<file path="config.mk">
export PLATFORM = sky130hd
export DESIGN_NAME = tx_arbiter
export DESIGN_NICKNAME = d
export VERILOG_FILES = /design/src/rtl/usb_tx_pkg.sv /design/src/rtl/tx_interval_timer.sv /design/src/rtl/tx_arbiter.sv
export SDC_FILE = /design/constraint.sdc
export NUM_CORES = 1
export LEC_CHECK = 0
export BUFFER_PORTS_ARGS = -buffer_cell sky130_fd_sc_hd__buf_2
export CAP_MARGIN = 15
export CORE_MARGIN = 5
export CORE_UTILIZATION = 30
export CTS_CLUSTER_SIZE = 30
export DETAILED_ROUTE_END_ITERATION = 7
export PLACE_DENSITY = 0.61
export SETUP_SLACK_MARGIN = 0.02
export SKIP_LAST_GASP = 1
export SYNTH_ARGS = -nofsm -noshare
export SYNTH_HDL_FRONTEND = slang
export SYNTH_SLANG_ARGS = --single-unit
</file>
<file path="constraint.sdc">
create_clock -name clk -period 2 [get_ports clk]
set_clock_uncertainty 0.2 [all_clocks]
set_input_delay 0.3 -clock clk [delete_from_list [all_inputs] [get_ports clk]]
set_output_delay 0.3 -clock clk [all_outputs]
set_load 0.02 [all_outputs]
</file>
<file path="src/rtl/usb_tx_pkg.sv">
// Shared types for the USB transmit arbiter.
// Packet command codes, arbiter states and owner tags.
package usb_tx_pkg;

    typedef enum logic [1:0] {
        TX_NONE = 2'b00,
        TX_DATA = 2'b01,
        TX_ACK  = 2'b10,
        TX_NACK = 2'b11
    } tx_cmd_t;

    typedef enum logic [1:0] {
        IDLE,
        ISSUE,
        WAIT_DONE,
        GAP
    } arb_state_t;

    typedef enum logic [1:0] {
        OWN_NONE,
        OWN_HS,
        OWN_DATA
    } owner_t;

    // Counter width able to hold the larger of two terminal counts.
    function automatic int cnt_width(input int a, input int b);
        int m;
        m = (a > b) ? a : b;
        return (m < 2) ? 1 : $clog2(m);
    endfunction

endpackage

</file>
<file path="src/rtl/tx_interval_timer.sv">
// Up-counter with clear, enable and terminal-value compare.
// Shared between the inter-packet gap and the transmit watchdog.
module tx_interval_timer #(
    parameter int W = 12
) (
    input  logic         clk,
    input  logic         n_rst,
    input  logic         clr_i,
    input  logic         en_i,
    input  logic [W-1:0] term_i,
    output logic         hit_o
);

    logic [W-1:0] cnt_q;

    always_ff @(posedge clk or negedge n_rst) begin
        if (!n_rst) begin
            cnt_q <= '0;
        end else if (clr_i) begin
            cnt_q <= '0;
        end else if (en_i) begin
            cnt_q <= cnt_q + 1'b1;
        end
    end

    assign hit_o = (cnt_q == term_i);

endmodule

</file>
<file path="src/rtl/tx_arbiter.sv">
// Shares the USB TX FSM between handshake and data requesters,
// with inter-packet gap, watchdog and data anti-starvation.
module tx_arbiter
    import usb_tx_pkg::*;
#(
    parameter int GAP_CYCLES     = 16,
    parameter int TIMEOUT_CYCLES = 4096,
    parameter int HS_STREAK_MAX  = 4
) (
    input  logic       clk,
    input  logic       n_rst,
    input  logic       hs_req,
    input  logic       hs_nack,
    input  logic       data_req,
    input  logic [6:0] data_size,
    input  logic       tx_done,
    output logic [1:0] tx_packet,
    output logic [6:0] tx_size,
    output logic       hs_ack,
    output logic       data_ack,
    output logic       busy,
    output logic       tx_error
);

    localparam int CW = cnt_width(GAP_CYCLES, TIMEOUT_CYCLES);
    localparam int SW = $clog2(HS_STREAK_MAX + 1);
    localparam logic [CW-1:0] TO_TERM  = CW'(TIMEOUT_CYCLES - 1);
    localparam logic [CW-1:0] GAP_TERM =
        CW'((GAP_CYCLES > 0) ? GAP_CYCLES - 1 : 0);
    localparam logic [SW-1:0] STREAK_MAX = SW'(HS_STREAK_MAX);

    arb_state_t    state_q, state_d;
    owner_t        owner_q, owner_d;
    tx_cmd_t       cmd_q, cmd_d;
    tx_cmd_t       pkt_q, pkt_d;
    logic [6:0]    size_q, size_d;
    logic [SW-1:0] streak_q, streak_d;
    logic          hs_ack_q, hs_ack_d;
    logic          data_ack_q, data_ack_d;
    logic          err_q, err_d;
    logic          busy_q, busy_d;

    logic          data_win;
    logic          tmr_clr;
    logic          tmr_en;
    logic          tmr_hit;
    logic [CW-1:0] tmr_term;

    tx_interval_timer #(
        .W(CW)
    ) u_timer (
        .clk   (clk),
        .n_rst (n_rst),
        .clr_i (tmr_clr),
        .en_i  (tmr_en),
        .term_i(tmr_term),
        .hit_o (tmr_hit)
    );

    always_comb begin
        state_d    = state_q;
        owner_d    = owner_q;
        cmd_d      = cmd_q;
        size_d     = size_q;
        streak_d   = streak_q;
        pkt_d      = TX_NONE;
        hs_ack_d   = 1'b0;
        data_ack_d = 1'b0;
        err_d      = 1'b0;
        tmr_clr    = 1'b0;
        tmr_en     = 1'b0;
        tmr_term   = TO_TERM;
        data_win   = data_req && (!hs_req || streak_q == STREAK_MAX);

        case (state_q)
            IDLE: begin
                tmr_clr = 1'b1;
                if (!data_req) streak_d = '0;
                if (hs_req || data_req) begin
                    state_d = ISSUE;
                    if (data_win) begin
                        owner_d  = OWN_DATA;
                        cmd_d    = TX_DATA;
                        size_d   = data_size;
                        streak_d = '0;
                    end else begin
                        owner_d = OWN_HS;
                        cmd_d   = hs_nack ? TX_NACK : TX_ACK;
                        size_d  = '0;
                        if (data_req && streak_q != STREAK_MAX)
                            streak_d = streak_q + 1'b1;
                    end
                end
            end
            ISSUE: begin
                pkt_d   = cmd_q;
                tmr_clr = 1'b1;
                state_d = WAIT_DONE;
            end
            WAIT_DONE: begin
                tmr_en = 1'b1;
                // A completion on the timeout cycle is a success.
                if (tx_done || tmr_hit) begin
                    hs_ack_d   = (owner_q == OWN_HS);
                    data_ack_d = (owner_q == OWN_DATA);
                    err_d      = !tx_done;
                    tmr_clr    = 1'b1;
                    state_d    = (GAP_CYCLES == 0) ? IDLE : GAP;
                end
            end
            GAP: begin
                tmr_en   = 1'b1;
                tmr_term = GAP_TERM;
                if (tmr_hit) state_d = IDLE;
            end
            default: state_d = IDLE;
        endcase

        busy_d = (state_d != IDLE);
    end

    always_ff @(posedge clk or negedge n_rst) begin
        if (!n_rst) begin
            state_q    <= IDLE;
            owner_q    <= OWN_NONE;
            cmd_q      <= TX_NONE;
            pkt_q      <= TX_NONE;
            size_q     <= '0;
            streak_q   <= '0;
            hs_ack_q   <= 1'b0;
            data_ack_q <= 1'b0;
            err_q      <= 1'b0;
            busy_q     <= 1'b0;
        end else begin
            state_q    <= state_d;
            owner_q    <= owner_d;
            cmd_q      <= cmd_d;
            pkt_q      <= pkt_d;
            size_q     <= size_d;
            streak_q   <= streak_d;
            hs_ack_q   <= hs_ack_d;
            data_ack_q <= data_ack_d;
            err_q      <= err_d;
            busy_q     <= busy_d;
        end
    end

    assign tx_packet = pkt_q;
    assign tx_size   = size_q;
    assign hs_ack    = hs_ack_q;
    assign data_ack  = data_ack_q;
    assign busy      = busy_q;
    assign tx_error  = err_q;

endmodule

</file>
==> results of run 1 <==
## flip-flops by register name (all words and copies together), names as in the netlist
register	flops
u_timer.cnt_q	12
tx_size	7
streak_q	3
owner_q	2
state_q	2
tx_packet	2
busy	1
cmd_q	1
data_ack	1
hs_ack	1
tx_error	1
## worst max-delay path, cell delays in order, from the launching register on
cell and delay (ns):
dfrtp_1 0.38, or4_4 0.54, nor4_4 0.30, buf_4 0.16, a31oi_1 0.05, o221a_1 0.25
## final timing paths
| check | start | end | slack, ns | cells past startpoint |
|---|---|---|---|---|
| min reg2reg | owner_q[0] | data_ack | 0.28 | 1 |
| min | tx_done | tx_error | 0.02 | 2 |
| max in group asynchronous | n_rst | u_timer.cnt_q[2] | 0.69 | 2 |
| min in group asynchronous | n_rst | u_timer.cnt_q[6] | 0.44 | 2 |
| max | u_timer.cnt_q[4] | state_q[0] | 0.009 | 5 |
| max reg2reg | u_timer.cnt_q[4] | state_q[0] | 0.009 | 5 |
## per-layer routing
metal | track usage, % | part of all wire, %
met5 | 0 | 0
met3 | 3.80 | 4.3
met2 | 18.1 | 46
met4 | 2.94 | 0.38
met1 | 14.6 | 49
## power by group
part / total [mW] / internal [mW] / switching (mW)
logic: 0.771 / 0.359 / 0.411
clock network: 0.545 / 0.311 / 0.234
registers: 0.916 / 0.814 / 0.102
## synthesized netlist by cell type
master    count
a211oi_1      1
a211oi_2      9
a21boi_0      1
a21o_1        2
a21oi_1       1
a21oi_2       1
a221oi_1      1
a22o_1        7
a311o_4       1
a31oi_1       1
and2_1        1
and3_1        3
and3_2        1
and4_2        1
buf_1         1
buf_12        1
clkbuf_1      3
dfrtp_1      33
ha_1          3
inv_1         6
nand2_1      11
nand3_1       4
nand4_1       2
nor2_1        5
nor2b_1       2
nor3_1        3
nor3b_1       2
nor4_4        1
nor4b_4       2
o21ai_0       8
o221a_1       1
o22ai_1       1
or3_1         1
or4_1         1
or4_4         1
xnor2_1       4
xor2_1        5
## cells in the final DEF, fill, tap and decap left out, drive strengths merged, types with 2 or more instances in the layout
| master | count |
|---|---|
| inv | 6 |
| nand3 | 4 |
| a22o | 7 |
| a21o | 2 |
| o21ai | 8 |
| dfrtp | 33 |
| nand4 | 2 |
| buf | 45 |
| nor2 | 5 |
| and3 | 4 |
| nor4b | 2 |
| clkbuf | 7 |
| xnor2 | 4 |
| ha | 3 |
| a21oi | 2 |
| a211oi | 10 |
| or4 | 2 |
| nor3b | 2 |
| nand2 | 11 |
| nor2b | 2 |
| xor2 | 5 |
| nor3 | 3 |
## through the flow
step,TNS (ns),utilization (%),std cells,hold WS (ns),power (mW)
after floorplan,0,-,132,-0.196,1.42
after global placement,0,37.7,242,0.204,1.69
after detailed placement,0,37.7,242,0.210,1.70
after CTS,-0.00173,39.9,251,0.0130,2.27
after global routing,-0.559,40.0,251,0.00773,2.40
final,0,40.0,251,0.0217,2.23
## repair_timing
action / 4_1_cts / 5_1_grt
hold buffers: 1 / 0
endpoints found under the setup margin: 9 / 18
pin swaps: 0 / 0
gates resized for setup: 0 / 2
hold endpoints to repair: 33 / 0
gates cloned: 0 / 0
## cell families after synthesis
logic type / Yosys count / synth area share [%]
fa+ha+maj: 3 / 2.37
compound gates: 35 / 19.6
simple gates: 41 / 17.2
flops: 33 / 52.2
xor+xnor: 9 / 4.98
buf+inv: 11 / 3.64
## layout make-up
cell class                 count  area, sq um  share of cell area (%)
inverter                       6         22.5                    1.10
clock buffer                   7         96.3                    4.71
sequential                    33          826                    40.4
multi-input combinational     88          709                    34.7
clock inverter                 1         5.00                   0.245
tap                           70         87.6                    4.28
timing repair buffer          46          298                    14.6
==> results.json, run 1 <==
{
  "cp_max_fo": 3,
  "htreeDepth": 2,
  "fillerInstances": 511,
  "antenna_found_initial": 0,
  "dieArea_sq_um": 6820,
  "cts_setup_buffers": 0,
  "worst_pin_slew_ns": 0.730,
  "syn-cell-area_sq_um": 1580,
  "drive_gt1_share_pct": 40.3,
  "drt-initial-drc-count": 36,
  "grt_pass1_vias": 1229,
  "syn_area_per_cell_sq_um": 12.0,
  "die_y_um": 82.6,
  "core_area_sq_um": 5110,
  "start_util_pct": 31.0,
  "final_area_sq_um": 2040,
  "max_freq_mhz": 502,
  "portBuffers": 25,
  "pin_count": 26,
  "cts_num_sinks": 33,
  "syn_nets": 148,
  "setup_viol": 0,
  "wire_per_inst_um": 12.7,
  "ir_drop_mv": 0.638,
  "ctsLongestPathBuffers": 2,
  "grt_pass1_wl_um": 5750,
  "min_period_ns": 1.99,
  "cts_made_buffers": 5,
  "cts_tree": "yes",
  "rsz0062_at_grt": "true",
  "place_congestion": 0.732,
  "arrival_ns": 1.96,
  "vias_per_cell": 4.52,
  "grt_max_degree": 34,
  "rows": 26,
  "fin_nets": 196,
  "finalCritPeriodShare_pct": 99.6,
  "setup_ws_ns": 0.00854,
  "yosys_warnings": 0,
  "slew_viol_final": 0,
  "routed_wl_um": 3200,
  "clock_latency_ns": 0.28,
  "hpwl_um": 2370,
  "place_area_sq_um": 1930,
  "synth_seq_area_share_pct": 52.2,
  "crit_type": "reg -> reg",
  "n_antenna_cell": 0,
  "drc_errors": 0,
  "area_growth_pct": 29.3,
  "hp-class": "in -> reg",
  "ant_nets": 0,
  "synthCells": 132,
  "crit_required_ns": 1.97,
  "drv_cap": 0,
  "outcome": "finished, final reports clean",
  "place_ws_ns": 0.00864,
  "dr.pass1.iters": 4,
  "vias": 1134,
  "die_w_um": 82.6,
  "cellLeakagePower_nw": 0.980,
  "maxSlewHeadroom_pct": 51.3,
  "power_per_cell_area_nw_per_um2": 1090,
  "end_kind": "flop",
  "yosys-top-cells-area": "dfrtp_1, a211oi_2, a22o_1, nor4b_4, xor2_1",
  "overflow": 0,
  "ys_seq_elements": 33,
  "ys_types": 37,
  "final_hold_viol_count": 0,
  "synth_largest_area_cell": "dfrtp_1",
  "synth_top_area_share_pct": 52.2,
  "cts-root-buf": "clkbuf_8",
  "crit_path_start_kind": "flop",
  "clk_pin_slew_worst_paths_ns": 0.07,
  "grt_usage_pct": 11.3
}
(Power assumes the default switching activity.)
==> run 2, diff against run 1 <==
==> constraint.sdc (replaced) <==
create_clock -name clk -period 1.65 [get_ports clk]
set_clock_uncertainty 0.2 [all_clocks]
set_input_delay 0.2475 -clock clk [delete_from_list [all_inputs] [get_ports clk]]
set_output_delay 0.2475 -clock clk [all_outputs]
set_load 0.02 [all_outputs]
==> results.json, run 2 (synthesis gave the netlist of run 1 again) <==
{
  "ir_drop_mv": 0.709,
  "clk_pin_slew_worst_paths_ns": 0.07,
  "final_hold_viol_count": 0,
  "hp-class": "in -> reg",
  "vias": 1278,
  "power_per_cell_area_nw_per_um2": 1210,
  "cts-root-buf": "clkbuf_8",
  "pin_count": 26,
  "crit_type": "reg -> reg",
  "slew_viol_final": 0,
  "grt_usage_pct": 11.9,
  "core_area_sq_um": 5110,
  "vias_per_cell": 4.58,
  "drc_errors": 0,
  "fin_util_pct": 44.9,
  "cts_made_buffers": 5,
  "drive_gt1_share_pct": 47.8,
  "grt_pass1_vias": 1288,
  "setup_viol": 18,
  "worst_pin_slew_ns": 0.408,
  "max_freq_mhz": 490,
  "area_growth_pct": 45.0,
  "layout_commonest_cell": "buf_4",
  "arrival_ns": 2.01,
  "drv_cap": 0,
  "final_area_sq_um": 2290,
  "clock_latency_ns": 0.28,
  "largest_reg_flops": 12,
  "cp_max_fo": 3,
  "n_antenna_cell": 0,
  "die_y_um": 82.6,
  "setup_ws_ns": -0.390,
  "ctsLongestPathBuffers": 2,
  "min_period_ns": 2.04,
  "htreeDepth": 2,
  "overflow": 0,
  "place_area_sq_um": 2040,
  "grt_pass1_wl_um": 6070,
  "antenna_found_initial": 0,
  "routed_wl_um": 3640,
  "regMostFlops": "u_timer.cnt_q",
  "start_util_pct": 31.0,
  "dr.pass1.iters": 4,
  "portBuffers": 25,
  "die_w_um": 82.6,
  "rsz0062_at_grt": "true",
  "violations": "negative setup slack",
  "crit_path_start_kind": "flop",
  "finalCritPeriodShare_pct": 124,
  "rows": 26,
  "mostFrequentLayoutCells": "buf_4, dfrtp_1, buf_2",
  "outcome": "complete, but fails checks",
  "hpwl_um": 2500,
  "maxSlewHeadroom_pct": 72.8,
  "crit_required_ns": 1.62,
  "dieArea_sq_um": 6820,
  "wire_per_inst_um": 13.1,
  "cts_tree": "yes",
  "end_kind": "flop",
  "place_congestion": 0.758,
  "ant_nets": 0,
  "fin_nets": 224,
  "cellLeakagePower_nw": 1.11,
  "drt-initial-drc-count": 38,
  "grt_max_degree": 34,
  "cts_num_sinks": 33
}
## run 2: final cells by class
class                           instances  area (sq um)
Clock buffer                            5          68.8
Clock inverter                          3          17.5
Fill cell                             486          2810
Inverter                                6          22.5
Multi-Input combinational cell         90           759
Sequential cell                        33           826
Tap cell                               70          87.6
Timing Repair Buffer                   72           512
## run 2: repair_timing
item / 4_1_cts / 5_1_grt
endpoints found under the setup margin: 27 / 27
hold endpoints to repair: 41 / 0
hold buffers: 9 / 0
resized for setup: 6 / 9
pin swaps: 0 / 4
gates cloned: 0 / 2
buffers inserted: 1 / 1
## run 2: per-stage QoR
| stage | hold WS [ns] | std cells | setup WS [ns] | power [mW] | setup TNS, ns |
|---|---|---|---|---|---|
| 6_report | 0.0235 | 279 | -0.390 | 2.78 | -5.75 |
| 5_1_grt | 0.0409 | 279 | -0.432 | 2.97 | -6.85 |
| 4_1_cts | 0.0189 | 277 | -0.370 | 2.80 | -5.55 |
| 3_5_place_dp | 0.103 | 259 | -0.360 | 2.16 | -6.58 |
| 3_3_place_gp | 0.0965 | 259 | -0.320 | 2.14 | -5.95 |
| 2_1_floorplan | -0.248 | 132 | -0.336 | 1.73 | -4.73 |
## run 2: critical path: stages (launching register included)
cell and delay, ns:
dfrtp_1 0.38, or4_4 0.55, nor4_4 0.34, buf_4 0.18
a31oi_2 0.04, o221a_1 0.24
## run 2: path summary, 6_finish.rpt
kind                                       start               end  slack [ns]  depth (start not counted)
max in group asynchronous                  n_rst          data_ack        0.64                          3
worst min-delay path                     hs_nack          cmd_q[0]        0.02                          3
worst min register to register          cmd_q[0]          cmd_q[0]        0.28                          2
min in group asynchronous                  n_rst  u_timer.cnt_q[8]        0.31                          3
worst max-delay path            u_timer.cnt_q[8]        state_q[0]       -0.39                          5
worst max register to register  u_timer.cnt_q[8]        state_q[0]       -0.39                          5
## run 2: power breakdown
| group | internal [mW] | total [mW] | switching [mW] |
|---|---|---|---|
| combinational | 0.542 | 1.09 | 0.553 |
| sequential | 0.986 | 1.10 | 0.113 |
| clock | 0.291 | 0.588 | 0.298 |
| total | 1.82 | 2.78 | 0.963 |
## run 2: layer usage
layer  vias up  global-route usage [%]  wire length, um
li1        636                       -                -
met1       609                    15.2             1610
met2        29                    19.0             1800
met3         4                    3.80              176
met4         0                    3.92               53
met5         -                       0                0
==> run 3, diff against run 2 <==
--- a/config.mk
+++ b/config.mk
@@ -11,6 +11,7 @@
 export CORE_UTILIZATION = 30
 export CTS_CLUSTER_SIZE = 30
 export DETAILED_ROUTE_END_ITERATION = 7
+export GPL_TIMING_DRIVEN = 0
 export PLACE_DENSITY = 0.61
 export SETUP_SLACK_MARGIN = 0.02
 export SKIP_LAST_GASP = 1
==> results.json, run 3 (synthesis gave the netlist of run 1 again) <==
{
  "outcome": "complete, but fails checks",
  "violations": "negative setup slack",
  "ir_drop_mv": 0.544,
  "core_area_sq_um": 5110,
  "clock_latency_ns": 0.28,
  "wire_per_inst_um": 13.8,
  "arrival_ns": 2.04,
  "area_growth_pct": 37.3,
  "drive_gt1_share_pct": 44.1,
  "overflow": 0,
  "place_area_sq_um": 1800,
  "hpwl_um": 2170,
  "rsz0062_at_grt": "true",
  "die_y_um": 82.6,
  "seqPwrFrac_pct": 41.6,
  "die_w_um": 82.6,
  "drc_errors": 0,
  "slew_viol_final": 0,
  "cp_max_fo": 2,
  "reg2reg_depth": 5,
  "holdWs_ns": 0.0388,
  "max_freq_mhz": 484,
  "cts_num_sinks": 33,
  "grt_pass1_vias": 1213,
  "grt_pass1_wl_um": 5650,
  "cts_tree": "yes",
  "htreeDepth": 2,
  "p_sw_mw": 0.939,
  "pin_count": 26,
  "fin_nets": 202,
  "grt_max_degree": 34,
  "crit_path_start_kind": "flop",
  "largest_reg_flops": 12,
  "holdPathStages": 3,
  "cts_made_buffers": 5,
  "end_kind": "flop",
  "final_area_sq_um": 2170,
  "start_util_pct": 31.0,
  "place_congestion": 0.737,
  "power_frac_comb_pct": 32.3,
  "clkPwrFrac_pct": 26.1,
  "dieArea_sq_um": 6820,
  "mostFrequentLayoutCells": "dfrtp_1, buf_2, buf_4",
  "cellLeakagePower_nw": 1.01,
  "drv_cap": 0,
  "maxSlewHeadroom_pct": 51.4,
  "final_hold_viol_count": 0,
  "vias_per_cell": 4.66,
  "crit_required_ns": 1.62,
  "ctsLongestPathBuffers": 2,
  "vias": 1193,
  "clk_pin_slew_worst_paths_ns": 0.07,
  "portBuffers": 25,
  "worst_pin_slew_ns": 0.729,
  "rows": 26,
  "antenna_found_initial": 0,
  "regMostFlops": "u_timer.cnt_q",
  "power_per_cell_area_nw_per_um2": 1280,
  "hp-class": "in -> reg",
  "layout_commonest_cell": "dfrtp_1",
  "cts-root-buf": "clkbuf_8",
  "netSwitchingFraction_pct": 33.9,
  "min_period_ns": 2.07,
  "dr.pass1.iters": 4,
  "setup_viol": 18,
  "routed_wl_um": 3520,
  "ant_nets": 0,
  "crit_type": "reg -> reg",
  "drt-initial-drc-count": 57,
  "grt_usage_pct": 10.8,
  "power.internal_mw": 1.83,
  "n_antenna_cell": 0,
  "finalCritPeriodShare_pct": 125,
  "setup_ws_ns": -0.416
}
[run 3: cell types whose count changed in the layout (fill, tap and decap cells not counted), sizes merged]
cell | previous run | this run
a311o | 2 | 1
clkbuf | 5 | 6
clkinvlp | 1 | 0
clkinv | 2 | 1
bufinv | 0 | 1
buf | 63 | 41
[run 3: stage by stage]
| stage | std cells | util, % | total power, mW | setup slack, ns | setup TNS (ns) |
|---|---|---|---|---|---|
| CTS | 247 | 40.5 | 2.74 | -0.401 | -6.25 |
| finish | 256 | 42.5 | 2.77 | -0.416 | -6.36 |
| global route | 256 | 42.5 | 2.93 | -0.475 | -7.63 |
| global placement | 227 | 35.3 | 1.92 | -0.468 | -8.11 |
| floorplan | 132 | - | 1.73 | -0.336 | -4.73 |
| detailed placement | 227 | 35.3 | 1.93 | -0.490 | -8.63 |
[run 3: worst paths after layout]
kind / end / slack [ns] / from
worst min register to register: cmd_q[0] / 0.28 / cmd_q[0]
worst min-delay path: cmd_q[0] / 0.04 / hs_nack
min in group asynchronous: u_timer.cnt_q[5] / 0.37 / n_rst
worst max-delay path: state_q[0] / -0.42 / u_timer.cnt_q[6]
max in group asynchronous: state_q[0] / 0.36 / n_rst
worst max register to register: state_q[0] / -0.42 / u_timer.cnt_q[6]
[run 3: layout make-up]
| cell class | count | area (sq um) |
|---|---|---|
| sequential | 33 | 828 |
| inverter | 6 | 22.5 |
| clock inverter | 2 | 35.0 |
| fill | 500 | 2940 |
| multi-input combinational | 89 | 777 |
| tap | 70 | 87.6 |
| clock buffer | 5 | 68.8 |
| timing repair buffer | 47 | 317 |
| buffer | 4 | 36.3 |
[run 3: per-layer routing]
metal  wire [um]  GRT usage, %
met1        1660          14.7
met2        1650          16.4
met3         186          4.01
met4          29          2.45
met5           0             0
[run 3: power by group through the flow]
stage	registers (mW)	clock network, mW	logic [mW]
6_report	1.15	0.723	0.896
5_1_grt	1.18	0.778	0.980
4_1_cts	1.15	0.751	0.832
3_5_place_dp	1.16	0	0.779
3_3_place_gp	1.16	0	0.766
2_1_floorplan	1.19	0	0.542
[run 3: critical path, cell delays in order, from the launching register on]
cell and delay, ns:
dfrtp_1 0.39, or4_4 0.55, nor4_4 0.33, buf_4 0.18, a31oi_2 0.05, o221a_1 0.26
[run 3: what timing repair did]
action                                  in CTS  in global routing
buffers inserted                             5                  9
endpoints found under the setup margin      29                 28
cloned                                       0                  1
pin swaps                                    3                  5
endpoints found under the hold margin       41                  0
hold buffers                                 9                  0
resized for setup                           13                 11
